==> src/rtl/main_slave_port_driver_if.sv <==
// Bundle between main_slave_port_driver (master modport) and its surroundings (slave modport):
// command/response channel, HLS slave memory port, and start/done handshake.
interface main_slave_port_driver_if #(
  parameter int ADDR_W = 9,
  parameter int DATA_W = 64,
  parameter int SIZE_W = 7,
  parameter int CNT_W  = 32
);
  // Command channel: a command transfers on a rising edge where cmd_valid && cmd_ready;
  // the offerer holds cmd_* stable while cmd_valid is high and ready is low.
  // rsp_valid is a single-cycle pulse with no back-pressure.
  logic                  cmd_valid;
  logic                  cmd_ready;
  logic [1:0]            cmd_op;
  logic [ADDR_W-1:0]     cmd_addr;
  logic [DATA_W-1:0]     cmd_wdata;
  logic [SIZE_W-1:0]     cmd_size;
  logic                  rsp_valid;
  logic [DATA_W-1:0]     rsp_rdata;
  logic [CNT_W-1:0]      rsp_cycles;
  logic                  rsp_err;
  logic [1:0]            S_oe_ram;
  logic [1:0]            S_we_ram;
  logic [2*ADDR_W-1:0]   S_addr_ram;
  logic [2*DATA_W-1:0]   S_Wdata_ram;
  logic [2*SIZE_W-1:0]   S_data_ram_size;
  logic [2*DATA_W-1:0]   Sout_Rdata_ram;
  logic [1:0]            Sout_DataRdy;
  logic                  start_port;
  logic                  done_port;

  modport master (
    input  cmd_valid, cmd_op, cmd_addr, cmd_wdata, cmd_size,
    input  Sout_Rdata_ram, Sout_DataRdy, done_port,
    output cmd_ready, rsp_valid, rsp_rdata, rsp_cycles, rsp_err,
    output S_oe_ram, S_we_ram, S_addr_ram, S_Wdata_ram, S_data_ram_size, start_port
  );

  modport slave (
    output cmd_valid, cmd_op, cmd_addr, cmd_wdata, cmd_size,
    output Sout_Rdata_ram, Sout_DataRdy, done_port,
    input  cmd_ready, rsp_valid, rsp_rdata, rsp_cycles, rsp_err,
    input  S_oe_ram, S_we_ram, S_addr_ram, S_Wdata_ram, S_data_ram_size, start_port
  );
endinterface

==> src/rtl/main_slave_port_driver.sv <==
// Single-beat command initiator for the HLS slave memory port plus start/done run timer.
// Define SLAVE_DRV_TIMEOUT_EN to abort slave accesses that see no DataRdy within TIMEOUT cycles.
module main_slave_port_driver #(
  parameter int ADDR_W  = 9,
  parameter int DATA_W  = 64,
  parameter int SIZE_W  = 7,
  parameter int CNT_W   = 32,
  parameter int TIMEOUT = 1024
) (
  input  logic                     clock,
  input  logic                     reset,
  main_slave_port_driver_if.master bus,
  output logic [2:0]               dbg_state
);
  typedef enum logic [2:0] {
    IDLE   = 3'd0,
    ACCESS = 3'd1,
    START  = 3'd2,
    RUN    = 3'd3,
    RESP   = 3'd4
  } state_t;

  localparam logic [1:0] OP_WRITE = 2'd0;
  localparam logic [1:0] OP_READ  = 2'd1;
  localparam logic [1:0] OP_RUN   = 2'd2;

  state_t              state_q, state_d;
  logic [1:0]          op_q;
  logic [ADDR_W-1:0]   addr_q;
  logic [DATA_W-1:0]   wdata_q;
  logic [SIZE_W-1:0]   size_q;
  logic [DATA_W-1:0]   rdata_q;
  logic [CNT_W-1:0]    cnt_q;
  logic [CNT_W-1:0]    cycles_q;
  logic                err_q;
  logic                accept;
  logic                in_access;
  logic                access_done;
  logic                access_abort;
  logic [DATA_W-1:0]   size_mask;
  logic                unused_inputs;

  assign accept      = bus.cmd_valid && (state_q == IDLE);
  assign in_access   = (state_q == ACCESS);
  assign access_done = in_access && bus.Sout_DataRdy[0];
  assign unused_inputs = ^{bus.Sout_Rdata_ram[2*DATA_W-1:DATA_W], bus.Sout_DataRdy[1]};

  // Keep the low cmd_size bits of the returned word; sizes >= DATA_W pass everything.
  always_comb begin
    size_mask = '0;
    for (int i = 0; i < DATA_W; i++) size_mask[i] = (i < int'(size_q));
  end

`ifdef SLAVE_DRV_TIMEOUT_EN
  localparam int TMO_W = $clog2(TIMEOUT + 1);
  logic [TMO_W-1:0] tmo_q;

  always_ff @(posedge clock) begin
    if (reset || !in_access) tmo_q <= '0;
    else                     tmo_q <= tmo_q + 1'b1;
  end

  assign access_abort = in_access && !bus.Sout_DataRdy[0] && (tmo_q == TMO_W'(TIMEOUT - 1));
`else
  localparam int unused_timeout = TIMEOUT;
  assign access_abort = 1'b0;
`endif

  always_comb begin
    state_d = state_q;
    case (state_q)
      IDLE: begin
        if (accept) begin
          if (bus.cmd_op == OP_WRITE || bus.cmd_op == OP_READ) state_d = ACCESS;
          else if (bus.cmd_op == OP_RUN)                       state_d = START;
          else                                                 state_d = RESP;
        end
      end
      ACCESS:  if (access_done || access_abort) state_d = RESP;
      START:   state_d = bus.done_port ? RESP : RUN;
      RUN:     if (bus.done_port) state_d = RESP;
      RESP:    state_d = IDLE;
      default: state_d = IDLE;
    endcase
  end

  always_ff @(posedge clock) begin
    if (reset) begin
      state_q  <= IDLE;
      op_q     <= '0;
      addr_q   <= '0;
      wdata_q  <= '0;
      size_q   <= '0;
      rdata_q  <= '0;
      cnt_q    <= '0;
      cycles_q <= '0;
      err_q    <= 1'b0;
    end else begin
      state_q <= state_d;
      if (accept) begin
        op_q     <= bus.cmd_op;
        addr_q   <= bus.cmd_addr;
        wdata_q  <= bus.cmd_wdata;
        size_q   <= bus.cmd_size;
        rdata_q  <= '0;
        cycles_q <= '0;
        err_q    <= (bus.cmd_op == 2'd3);
        cnt_q    <= CNT_W'(1);  // the start cycle itself counts as cycle 1
      end
      if (access_done && op_q == OP_READ) rdata_q <= bus.Sout_Rdata_ram[DATA_W-1:0] & size_mask;
      if (access_abort) err_q <= 1'b1;
      if (state_q == START || state_q == RUN) begin
        if (bus.done_port)   cycles_q <= cnt_q;
        else if (cnt_q != '1) cnt_q   <= cnt_q + 1'b1;
      end
    end
  end

  assign bus.cmd_ready       = (state_q == IDLE);
  assign bus.rsp_valid       = (state_q == RESP);
  assign bus.rsp_rdata       = bus.rsp_valid ? rdata_q  : '0;
  assign bus.rsp_cycles      = bus.rsp_valid ? cycles_q : '0;
  assign bus.rsp_err         = bus.rsp_valid && err_q;
  assign bus.S_oe_ram        = {1'b0, in_access && (op_q == OP_READ)};
  assign bus.S_we_ram        = {1'b0, in_access && (op_q == OP_WRITE)};
  assign bus.S_addr_ram      = {{ADDR_W{1'b0}}, in_access ? addr_q  : {ADDR_W{1'b0}}};
  assign bus.S_Wdata_ram     = {{DATA_W{1'b0}}, in_access ? wdata_q : {DATA_W{1'b0}}};
  assign bus.S_data_ram_size = {{SIZE_W{1'b0}}, in_access ? size_q  : {SIZE_W{1'b0}}};
  assign bus.start_port      = (state_q == START);
  assign dbg_state           = state_q;
endmodule

==> src/flat_wrapper.sv <==
// flat-port wrapper written by rule: the top's interface ports become plain ports
module main_slave_port_driver_flat 
#(
  parameter int ADDR_W  = 9,
  parameter int DATA_W  = 64,
  parameter int SIZE_W  = 7,
  parameter int CNT_W   = 32,
  parameter int TIMEOUT = 1024
)
  (clock, reset, dbg_state, bus_cmd_valid, bus_cmd_op, bus_cmd_addr, bus_cmd_wdata, bus_cmd_size, bus_Sout_Rdata_ram, bus_Sout_DataRdy, bus_done_port, bus_cmd_ready, bus_rsp_valid, bus_rsp_rdata, bus_rsp_cycles, bus_rsp_err, bus_S_oe_ram, bus_S_we_ram, bus_S_addr_ram, bus_S_Wdata_ram, bus_S_data_ram_size, bus_start_port);
  main_slave_port_driver_if #(.ADDR_W(ADDR_W), .DATA_W(DATA_W), .SIZE_W(SIZE_W), .CNT_W(CNT_W)) bus_i ();
  input  logic clock;
  input  logic reset;
  output logic [2:0] dbg_state;
  input wire logic [$bits(bus_i.cmd_valid)-1:0] bus_cmd_valid;
  input wire logic [$bits(bus_i.cmd_op)-1:0] bus_cmd_op;
  input wire logic [$bits(bus_i.cmd_addr)-1:0] bus_cmd_addr;
  input wire logic [$bits(bus_i.cmd_wdata)-1:0] bus_cmd_wdata;
  input wire logic [$bits(bus_i.cmd_size)-1:0] bus_cmd_size;
  input wire logic [$bits(bus_i.Sout_Rdata_ram)-1:0] bus_Sout_Rdata_ram;
  input wire logic [$bits(bus_i.Sout_DataRdy)-1:0] bus_Sout_DataRdy;
  input wire logic [$bits(bus_i.done_port)-1:0] bus_done_port;
  output wire logic [$bits(bus_i.cmd_ready)-1:0] bus_cmd_ready;
  output wire logic [$bits(bus_i.rsp_valid)-1:0] bus_rsp_valid;
  output wire logic [$bits(bus_i.rsp_rdata)-1:0] bus_rsp_rdata;
  output wire logic [$bits(bus_i.rsp_cycles)-1:0] bus_rsp_cycles;
  output wire logic [$bits(bus_i.rsp_err)-1:0] bus_rsp_err;
  output wire logic [$bits(bus_i.S_oe_ram)-1:0] bus_S_oe_ram;
  output wire logic [$bits(bus_i.S_we_ram)-1:0] bus_S_we_ram;
  output wire logic [$bits(bus_i.S_addr_ram)-1:0] bus_S_addr_ram;
  output wire logic [$bits(bus_i.S_Wdata_ram)-1:0] bus_S_Wdata_ram;
  output wire logic [$bits(bus_i.S_data_ram_size)-1:0] bus_S_data_ram_size;
  output wire logic [$bits(bus_i.start_port)-1:0] bus_start_port;
  assign bus_i.cmd_valid = bus_cmd_valid;
  assign bus_i.cmd_op = bus_cmd_op;
  assign bus_i.cmd_addr = bus_cmd_addr;
  assign bus_i.cmd_wdata = bus_cmd_wdata;
  assign bus_i.cmd_size = bus_cmd_size;
  assign bus_i.Sout_Rdata_ram = bus_Sout_Rdata_ram;
  assign bus_i.Sout_DataRdy = bus_Sout_DataRdy;
  assign bus_i.done_port = bus_done_port;
  assign bus_cmd_ready = bus_i.cmd_ready;
  assign bus_rsp_valid = bus_i.rsp_valid;
  assign bus_rsp_rdata = bus_i.rsp_rdata;
  assign bus_rsp_cycles = bus_i.rsp_cycles;
  assign bus_rsp_err = bus_i.rsp_err;
  assign bus_S_oe_ram = bus_i.S_oe_ram;
  assign bus_S_we_ram = bus_i.S_we_ram;
  assign bus_S_addr_ram = bus_i.S_addr_ram;
  assign bus_S_Wdata_ram = bus_i.S_Wdata_ram;
  assign bus_S_data_ram_size = bus_i.S_data_ram_size;
  assign bus_start_port = bus_i.start_port;
  main_slave_port_driver #(.ADDR_W(ADDR_W), .DATA_W(DATA_W), .SIZE_W(SIZE_W), .CNT_W(CNT_W), .TIMEOUT(TIMEOUT)) u_core (.clock(clock), .reset(reset), .bus(bus_i), .dbg_state(dbg_state));
endmodule
==> config.mk <==
export PLATFORM = sky130hd
export DESIGN_NAME = main_slave_port_driver_flat
export DESIGN_NICKNAME = d
export VERILOG_FILES = /design/src/rtl/main_slave_port_driver_if.sv /design/src/rtl/main_slave_port_driver.sv /design/src/flat_wrapper.sv
export SDC_FILE = /design/constraint.sdc
export NUM_CORES = 1
export LEC_CHECK = 0
export CORE_AREA = 2 2 185 187
export CTS_CLUSTER_SIZE = 28
export DETAILED_ROUTE_END_ITERATION = 10
export DIE_AREA = 0 0 187 189
export GPL_ROUTABILITY_DRIVEN = 0
export GPL_TIMING_DRIVEN = 0
export SLEW_MARGIN = 15
export SYNTH_ARGS = -nofsm -noshare
export SYNTH_HDL_FRONTEND = slang
export SYNTH_SLANG_ARGS = --single-unit
==> constraint.sdc <==
create_clock -name clock -period 2.36 [get_ports clock]
set_clock_uncertainty 0.05 [all_clocks]
set_input_delay 0.472 -clock clock [delete_from_list [all_inputs] [get_ports clock]]
set_output_delay 0.472 -clock clock [all_outputs]
set_load 0.01 [all_outputs]
* Word level (Yosys, flattened, before mapping)
Cells that the tools add are included.
Operators by class: add/sub/neg operators 1, $lt $le $gt $ge 64, equal/unequal tests 12, mux-type cells 21, bitwise operators 1, reduce and logical (&&, ||, !) cells 13
Operators with widths (number):
- $mux W32 | 8
- $mux W64 | 4
- $lt A6 B7 Y1 const A | 32
- $lt A5 B7 Y1 const A | 16
- $and A64 B64 Y64 | 1
- $lt A4 B7 Y1 const A | 8
- $add A32 B1 Y32 const B | 1
- $ne A32 B32 Y1 const B | 1
- $lt A3 B7 Y1 const A | 4
- $mux W3 | 6
- $lt A1 B7 Y1 const A | 2
- $lt A2 B7 Y1 const A | 2
- $pmux W3 S4 | 1
- $mux W9 | 1
- $mux W7 | 1
- $eq A3 B2 Y1 const B | 2
- $logic_and A1 B1 Y1 | 6
- $eq A2 B1 Y1 const B | 2
- $eq A2 B2 Y1 const B | 2
- $logic_not A2 Y1 | 2
- $ne A2 B2 Y1 const B | 2
- $eq A3 B1 Y1 const B | 1
- $eq A3 B3 Y1 const B | 1
- $logic_not A3 Y1 | 1
- 4 further kinds | 5
Storage, ports and cells: register bits after elaboration 214, input port bits 216, output and inout bits 267, word-level logic and storage cells 121

* Longest topological paths before layout
Gate-level depths: netlist (run 1).
word-level depth 6, depth in mapped cells 7, gate-level depth less buffers 6

* Worst setup path after synthesis (run 1)
No wires, ideal clock.
path kind register to output, from register u_core.state_q[2] (netlist: u_core.dbg_state[2]), to output bus_rsp_rdata[18], arrival 1777 ps, data required time 1838 ps, path slack 61 ps, stages on the path, launching flop included 6, path buffers 3, cells stage by stage dfxtp_1 -> buf_2 -> nor3b_1 -> clkbuf_1 -> clkbuf_1 -> and2_1
On the way: cells in the longest elaborated chain, start to end 2
Ends and longest elaborated chain:
- start, declared | RTL line main_slave_port_driver.sv:27 | state_t state_q, state_d;
- start signal, assigned | RTL line main_slave_port_driver.sv:99 | state_q <= state_d;
- $eq A3 B3 Y1 | RTL line main_slave_port_driver.sv:120 | assign bus.rsp_valid = (state_q == RESP);
- $mux W64 | RTL line main_slave_port_driver.sv:121 | assign bus.rsp_rdata = bus.rsp_valid ? rdata_q : '0;
- end, declared | RTL line flat_wrapper.sv:25 | output wire logic [$bits(bus_i.rsp_rdata)-1:0] bus_rsp_rdata;
Every way passes these cells.

* Final worst setup path (run 1)
from register u_core.state_q[0] (netlist: u_core.dbg_state[0]), to output bus_cmd_ready
On the way: cells in the longest elaborated chain, start to end 1
Ends and longest elaborated chain:
- $logic_not A3 Y1 | RTL line main_slave_port_driver.sv:119 | assign bus.cmd_ready = (state_q == IDLE);
- end, declared | RTL line flat_wrapper.sv:23 | output wire logic [$bits(bus_i.cmd_ready)-1:0] bus_cmd_ready;
Every way passes these cells.

==> impl_metrics.sql, run 1 <==
INSERT INTO impl_metrics (metric_group, metric, value, unit) VALUES
('clock_tree', 'clk_pin_slew', '0.06', 'ns'),
('timing', 'setup_ws', '-0.264', 'ns'),
('timing', 'fin_crit', '2.62', 'ns'),
('pwr', 'p_per_area', '584', 'nW/um^2'),
('timing', 'setup_repair_after_global_routing_missed_its_margin', 'yes', ''),
('yosys', 'yosysMostFrequentCell', 'sky130_fd_sc_hd__nand2_1', ''),
('clock_tree', 'tritoncts', 'built', ''),
('clock_tree', 'htree_num_levels', '1', ''),
('status', 'status', 'finished with violations', ''),
('die', 'core_region_area', '33300', 'um^2'),
('route', 'top_signal_layer_used', 'met5', ''),
('setup_path', 'critical_path_required', '1.84', 'ns'),
('die', 'ios', '483', ''),
('placed_design', 'port_buffers', '335', ''),
('setup_path', 'timing.critical_path.fanout_max', '4', ''),
('yosys', 'synth_top_cell_area_share', '41.5', '%'),
('route', 'totalWireLength', '41900', 'um'),
('yosys', 'largest_area_contributor_in_the_netlist', 'sky130_fd_sc_hd__dfxtp_1', ''),
('yosys', 'synth_warnings', '0', ''),
('global_route', 'vias_in_the_first_global_route', '10587', ''),
('worst_hold_path', 'hold_start', 'u_core.rdata_q[57]', ''),
('route', 'initialDrtViolationCount', '658', ''),
('setup_path', 'worst_path_arrival', '2.10', 'ns'),
('timing', 'slew_violations', '0', ''),
('yosys', 'synth_top_cells_by_area', 'sky130_fd_sc_hd__dfxtp_1 42%, sky130_fd_sc_hd__and2_1 11%, sky130_fd_sc_hd__nand2_1 8.6%', ''),
('route', 'routed-wl-met3', '3840', 'um'),
('clock_tree', 'post_cts_hold_buffer_count', '0', ''),
('setup_path', 'worstSetupPathDepth', '3', ''),
('route', 'drt_first_pass_iters', '5', ''),
('timing', 'period_share', '111', '%'),
('yosys', 'most_used_flip_flop_cell_after_synthesis', 'sky130_fd_sc_hd__dfxtp_1', ''),
('clock_tree', 'worstSkewPairLatency', '0.54', 'ns'),
('setup_path', 'worstRegToRegCells', '8', ''),
('finish', 'flow.area_growth_from_synthesis', '63.3', '%'),
('setup_path', 'crit_path_cell_trace', 'clkbuf_16 -> nor3_1 -> clkdlybuf4s50_1', ''),
('status', 'failed_checks', 'setup timing', ''),
('timing', 'finalHoldViolations', '0', ''),
('worst_hold_path', 'worst_min_path_class', 'reg2reg', ''),
('timing', 'timing.final.setup_violations', '150', ''),
('setup_path', 'setup.worst_path.start_class', 'flip-flop', ''),
('job', 'max_cap_viol_count', '0', ''),
('setup_path', 'cp.buffers_inverters', '2', ''),
('timing', 'slew_headroom', '30.4', '%'),
('pwr', 'static-leakage-power', '0.00718', 'uW'),
('placed_design', 'hpwlAfterDp', '30300', 'um'),
('yosys', 'yosysSeqAreaShare', '41.5', '%'),
('die', 'die-height', '189', 'um'),
('finish', 'nNetsFinal', '2035', ''),
('route', 'vias', '10976', ''),
('timing', 'worst_slew_pin_slew', '1.04', 'ns'),
('yosys', 'yosys-top-cells-count', '235 x sky130_fd_sc_hd__nand2_1, 214 x sky130_fd_sc_hd__dfxtp_1, 179 x sky130_fd_sc_hd__and2_1', ''),
('setup_path', 'crit_path_end_kind', 'output pin', ''),
('yosys', 'syn_area', '10300', 'um^2'),
('die', 'fp.dieArea', '35300', 'um^2'),
('clock_tree', 'numClockSinks', '214', ''),
('global_route', 'grt_first_pass_wirelength', '62200', 'um'),
('route', 'post_drt_via_cell_ratio', '4.80', ''),
('clock_tree', 'cts-buffers-inserted', '26', ''),
('route', 'drt_drc_violations_left', '0', ''),
('global_route', 'gr-usage-all-layers', '22.3', '%'),
('route', 'drtAntennaViolNets', '0', ''),
('die', 'fp.dieW', '187', 'um'),
('timing', 'timing.hold.ws', '0.403', 'ns'),
('setup_path', 'cpLargestDelayFamily', 'buffers and inverters', ''),
('clock_tree', 'clock_path_buffers', '3', ''),
('yosys', 'synth.avg_cell_area', '7.80', 'um^2'),
('route', 'detail_route.wl_per_cell', '18.3', 'um'),
('clock_tree', 'root_buffer', 'sky130_fd_sc_hd__clkbuf_16', ''),
('yosys', 'number_of_enable_type_register_cells_in_the_synthesized_netlist', '0', ''),
('yosys', 'fraction_of_registers_with_async_set_or_reset_after_synthesis', '0', '%'),
('global_route', 'initial_antenna_violation_count', '5', '');
flip-flops by register name, summed over array words and instances (netlist names):
register and cells:
u_core.cycles_q 32, u_core.cnt_q 32, u_core.err_q 1, u_core.rdata_q 64, u_core.size_q 7, u_core.dbg_state 3, u_core.wdata_q 64, u_core.op_q 2
u_core.addr_q 9
worst register-to-register path: cells and delay by family, from the launching register on:
family                 cells  cell delay (ns)
AOI/OAI and AO/OA          1             0.17
buffers and inverters      3             0.46
and+or+nand+nor            4             1.21
DFF                        1             0.36
stage by stage:
step	total power [uW]	cells	area, um^2	utilization (%)
after floorplan	4680	1404	10600	-
after global placement	5390	2187	14500	43.7
after detailed placement	5410	2188	14600	43.7
after CTS	9710	2262	16000	48.1
after global routing	10300	2286	16800	50.6
final	9840	2287	16800	50.6
placed cells by master, fill, tap and decap left out, types with 15 or more instances in the layout:
| master | instances |
|---|---|
| sky130_fd_sc_hd__nand3_1 | 43 |
| sky130_fd_sc_hd__and3_1 | 21 |
| sky130_fd_sc_hd__clkbuf_16 | 35 |
| sky130_fd_sc_hd__clkdlybuf4s50_1 | 154 |
| sky130_fd_sc_hd__buf_6 | 154 |
| sky130_fd_sc_hd__nand2_1 | 234 |
| sky130_fd_sc_hd__a22oi_1 | 37 |
| sky130_fd_sc_hd__nor3_1 | 21 |
| sky130_fd_sc_hd__buf_2 | 35 |
| sky130_fd_sc_hd__nor2_1 | 111 |
| sky130_fd_sc_hd__and2_4 | 136 |
| sky130_fd_sc_hd__and2_1 | 43 |
| sky130_fd_sc_hd__buf_8 | 22 |
| sky130_fd_sc_hd__conb_1 | 82 |
| sky130_fd_sc_hd__a32oi_1 | 39 |
| sky130_fd_sc_hd__a21oi_1 | 119 |
| sky130_fd_sc_hd__dfxtp_1 | 209 |
| sky130_fd_sc_hd__buf_4 | 108 |
| sky130_fd_sc_hd__o21ai_0 | 15 |
| sky130_fd_sc_hd__clkbuf_1 | 50 |
area by class of cell:
cell class                      count  area [um^2]
Sequential cell                   214         4300
Clock buffer                       38          797
Timing Repair Buffer              390         4040
Multi-Input combinational cell   1007         5810
Clock inverter                      7         71.3
Tap cell                          448          561
Fill cell                        3220        16400
Inverter                            7         26.3
Antenna cell                        4         10.0
Buffer                            172         1230
what timing repair did:
action,4_1_cts,5_1_grt
cloned,8,5
setup endpoints to repair,330,339
setup buffers,21,22
resized for setup,933,256
pin swaps,42,61
worst max path at each step:
stage / startpoint / endpoint / slack (ns)
after floorplan: u_core.dbg_state[2] / bus_rsp_rdata[18] / 0.06
after global placement: u_core.dbg_state[2] / bus_rsp_rdata[25] / -2.01
after detailed placement: u_core.dbg_state[1] / bus_S_Wdata_ram[61] / -1.36
after CTS: u_core.dbg_state[1] / bus_S_Wdata_ram[21] / -0.19
after global routing: u_core.dbg_state[0] / bus_cmd_ready / -0.25
final: u_core.dbg_state[0] / bus_cmd_ready / -0.26
power by group:
| group | internal, uW | switching, uW |
|---|---|---|
| combinational | 914 | 1030 |
| clock | 2430 | 1640 |
| sequential | 3750 | 83.4 |
metal layers:
layer | track usage (%) | vias to the layer above
met1 | 26.2 | 5137
met4 | 6.87 | 4
li1 | - | 5331
met2 | 38.8 | 432
met5 | 0 | -
met3 | 7.08 | 72
cell families after synthesis:
kind of cell	count (synthesis)	share of synthesized area, %
AND/OR/NAND/NOR	667	32.1
AO/OA/AOI/OAI	251	15.9
flip-flops	214	41.5
buffers and inverters	183	9.74
multiplexers	4	0.412
XOR/XNOR	2	0.170
adder cells (fa/ha/maj)	1	0.121
other	1	0.0364
No activity file was read; power rests on OpenSTA's default activity.
==> run 2, diff against run 1 <==
CORE_AREA = 2 2 190 192   (was 2 2 185 187)
DIE_AREA = 0 0 192 194   (was 0 0 187 189)
GPL_TIMING_DRIVEN = 1   (was 0)
REMOVE_ABC_BUFFERS = 1   (was not set)
clock period = 3.15 ns   (was 2.36 ns; I/O delays follow)
==> impl_metrics.sql, run 2 (synthesis gave the netlist of run 1 again) <==
INSERT INTO impl_metrics (metric_group, metric, value, unit) VALUES
('timing', 'worst_slew_pin_slew', '0.997', 'ns'),
('global_route', 'initial_antenna_violation_count', '3', ''),
('status', 'status', 'completed', ''),
('finish', 'filler_cell_count', '3575', ''),
('clock_tree', 'htree_num_levels', '1', ''),
('worst_hold_path', 'worst_min_path_class', 'reg2reg', ''),
('clock_tree', 'root_buffer', 'sky130_fd_sc_hd__clkbuf_16', ''),
('route', 'drt_first_pass_iters', '5', ''),
('timing', 'slew_violations', '0', ''),
('finish', 'flow.area_growth_from_synthesis', '42.9', '%'),
('setup_path', 'worst_path_arrival', '2.38', 'ns'),
('timing', 'finalHoldViolations', '0', ''),
('timing', 'slew_headroom', '33.5', '%'),
('finish', 'most-common-layout-cells', '334 x sky130_fd_sc_hd__clkdlybuf4s50_1, 235 x sky130_fd_sc_hd__nand2_1, 213 x sky130_fd_sc_hd__dfxtp_1, 179 x sky130_fd_sc_hd__and2_1, 119 x sky130_fd_sc_hd__a21oi_1', ''),
('setup_path', 'timing.setup.critical_path_class', 'reg2out', ''),
('setup_path', 'critical_path_required', '2.47', 'ns'),
('finish', 'stdcell_area', '14700', 'um^2'),
('global_route', 'grt_first_pass_wirelength', '52500', 'um'),
('die', 'fp.dieArea', '37200', 'um^2'),
('die', 'rows', '69', ''),
('setup_path', 'setup.worst_path.start_class', 'flip-flop', ''),
('clock_tree', 'clk_pin_slew', '0.06', 'ns'),
('clock_tree', 'numClockSinks', '214', ''),
('global_route', 'maximum_number_of_pins_on_one_net_before_global_route_repair', '109', ''),
('route', 'detail_route.wl_per_cell', '16.7', 'um'),
('die', 'fp.dieW', '192', 'um'),
('timing', 'timing.final.setup_violations', '0', ''),
('die', 'die-height', '194', 'um'),
('route', 'drt_drc_violations_left', '0', ''),
('placed_design', 'placed_cell_area', '13900', 'um^2'),
('placed_design', 'place.detailed.instances', '2055', ''),
('die', 'core_region_area', '35200', 'um^2'),
('setup_path', 'crit_path_end_kind', 'output pin', ''),
('setup_path', 'crit_path_cell_trace', 'nor3b_4 -> buf_4 -> buf_6 -> and2_1 -> clkdlybuf4s50_1', ''),
('pwr', 'max-vdd-ir-drop', '0.313', 'mV'),
('placed_design', 'hpwlAfterDp', '24000', 'um'),
('timing', 'fmaxAchievable', '327', 'MHz'),
('route', 'drtAntennaViolNets', '0', ''),
('global_route', 'overflow', '0', ''),
('route', 'initialDrtViolationCount', '477', ''),
('pwr', 'static-leakage-power', '0.00553', 'uW'),
('pwr', 'p_per_area', '448', 'nW/um^2'),
('clock_tree', 'clock_path_buffers', '3', ''),
('die', 'initial_utilization', '29.3', '%'),
('job', 'max_cap_viol_count', '0', ''),
('setup_path', 'slowest_delay', '0.56', 'ns'),
('finish', 'finalCoreUtilization', '41.9', '%'),
('clock_tree', 'tritoncts', 'built', ''),
('timing', 'timing.hold.ws', '0.397', 'ns'),
('finish', 'final-seq-area', '4290', 'um^2'),
('timing', 'fin_crit', '3.06', 'ns'),
('setup_path', 'timing.critical_path.fanout_max', '39', ''),
('finish', 'fin_cells', '2104', ''),
('global_route', 'gr-usage-all-layers', '17.5', '%'),
('finish', 'drive_above_1_share', '5.61', '%'),
('finish', 'nNetsFinal', '1843', ''),
('timing', 'period_share', '97.1', '%'),
('finish', 'multi_input_logic_area', '5390', 'um^2'),
('route', 'vias', '10014', ''),
('finish', 'leading_cell_type_in_the_layout_fill_and_taps_excluded', 'sky130_fd_sc_hd__clkdlybuf4s50_1', ''),
('clock_tree', 'cts-buffers-inserted', '25', ''),
('route', 'post_drt_via_cell_ratio', '4.76', ''),
('finish', 'biggest_registers_after_layout', 'u_core.rdata_q (64), u_core.wdata_q (64)', ''),
('die', 'ios', '483', ''),
('placed_design', 'port_buffers', '335', ''),
('setup_path', 'crit_path_top_delay_cell', 'sky130_fd_sc_hd__clkdlybuf4s50_1', ''),
('timing', 'totalNegativeSetupSlack', '0', 'ns'),
('clock_tree', 'worstSkewPairLatency', '0.52', 'ns'),
('global_route', 'vias_in_the_first_global_route', '9307', ''),
('route', 'totalWireLength', '35200', 'um');
==> run 2: cell count changes in the layout (fill, tap and decap cells not counted), moves of 39 or more <==
cell / delta
sky130_fd_sc_hd__clkbuf_1: -39
sky130_fd_sc_hd__clkdlybuf4s50_1: +180
sky130_fd_sc_hd__and2_1: +136
sky130_fd_sc_hd__buf_6: -151
sky130_fd_sc_hd__and2_4: -136
sky130_fd_sc_hd__buf_4: -81
==> run 2: final cells by class <==
class / instances / share of cell area (%)
Sequential cell: 214 / 29.1
Clock buffer: 40 / 4.90
Clock inverter: 2 / 0.0934
Timing Repair Buffer: 371 / 25.3
Multi-Input combinational cell: 1007 / 36.5
Inverter: 7 / 0.178
Antenna cell: 2 / 0.0340
Tap cell: 461 / 3.91
==> run 2: report_power, final <==
part | total, uW | internal (uW) | switching, uW
clock | 2680 | 1550 | 1130
sequential | 2880 | 2810 | 71.0
combinational | 1040 | 430 | 612
total | 6600 | 4790 | 1810
==> run 2: final timing paths <==
check / startpoint / endpoint / slack (ns) / cells after the start
min: u_core.wdata_q[58] / u_core.wdata_q[58] / 0.40 / 2
max: u_core.dbg_state[1] / bus_S_Wdata_ram[56] / 0.09 / 5
min reg2reg: u_core.wdata_q[58] / u_core.wdata_q[58] / 0.40 / 2
max reg2reg: u_core.dbg_state[1] / u_core.cnt_q[30] / 0.75 / 6
==> run 2: critical path, delay by kind of cell, from the launching register on <==
| family | cells | cell delay, ns |
|---|---|---|
| AND/OR/NAND/NOR | 2 | 0.42 |
| buffers and inverters | 3 | 0.98 |
| flip-flops | 1 | 0.45 |
==> run 2: through the flow <==
step	power (uW)	setup WS, ns
after floorplan	3370	-3.77
after global placement	3950	0.405
after detailed placement	3960	0.407
after CTS	6670	0.00770
after global routing	6900	-0.00909
final	6600	0.0915
==> run 2: layer usage <==
metal / share of wire (%) / vias up / global-route usage, % / routed length, um
met5: 0 / - / 0 / 0
met4: 2.3 / 0 / 4.55 / 810
met3: 7.0 / 53 / 3.35 / 2470
met2: 47 / 351 / 29.5 / 16700
met1: 43 / 4669 / 22.7 / 15200
li1: - / 4941 / - / -
==> run 2: timing repair <==
action                                  in CTS  in global routing
hold buffers                                 0                  0
buffers inserted                             1                  2
endpoints found under the setup margin      98                 22
pin swaps                                    0                  1
resized for setup                            2                  4
gates cloned                                 0                  2
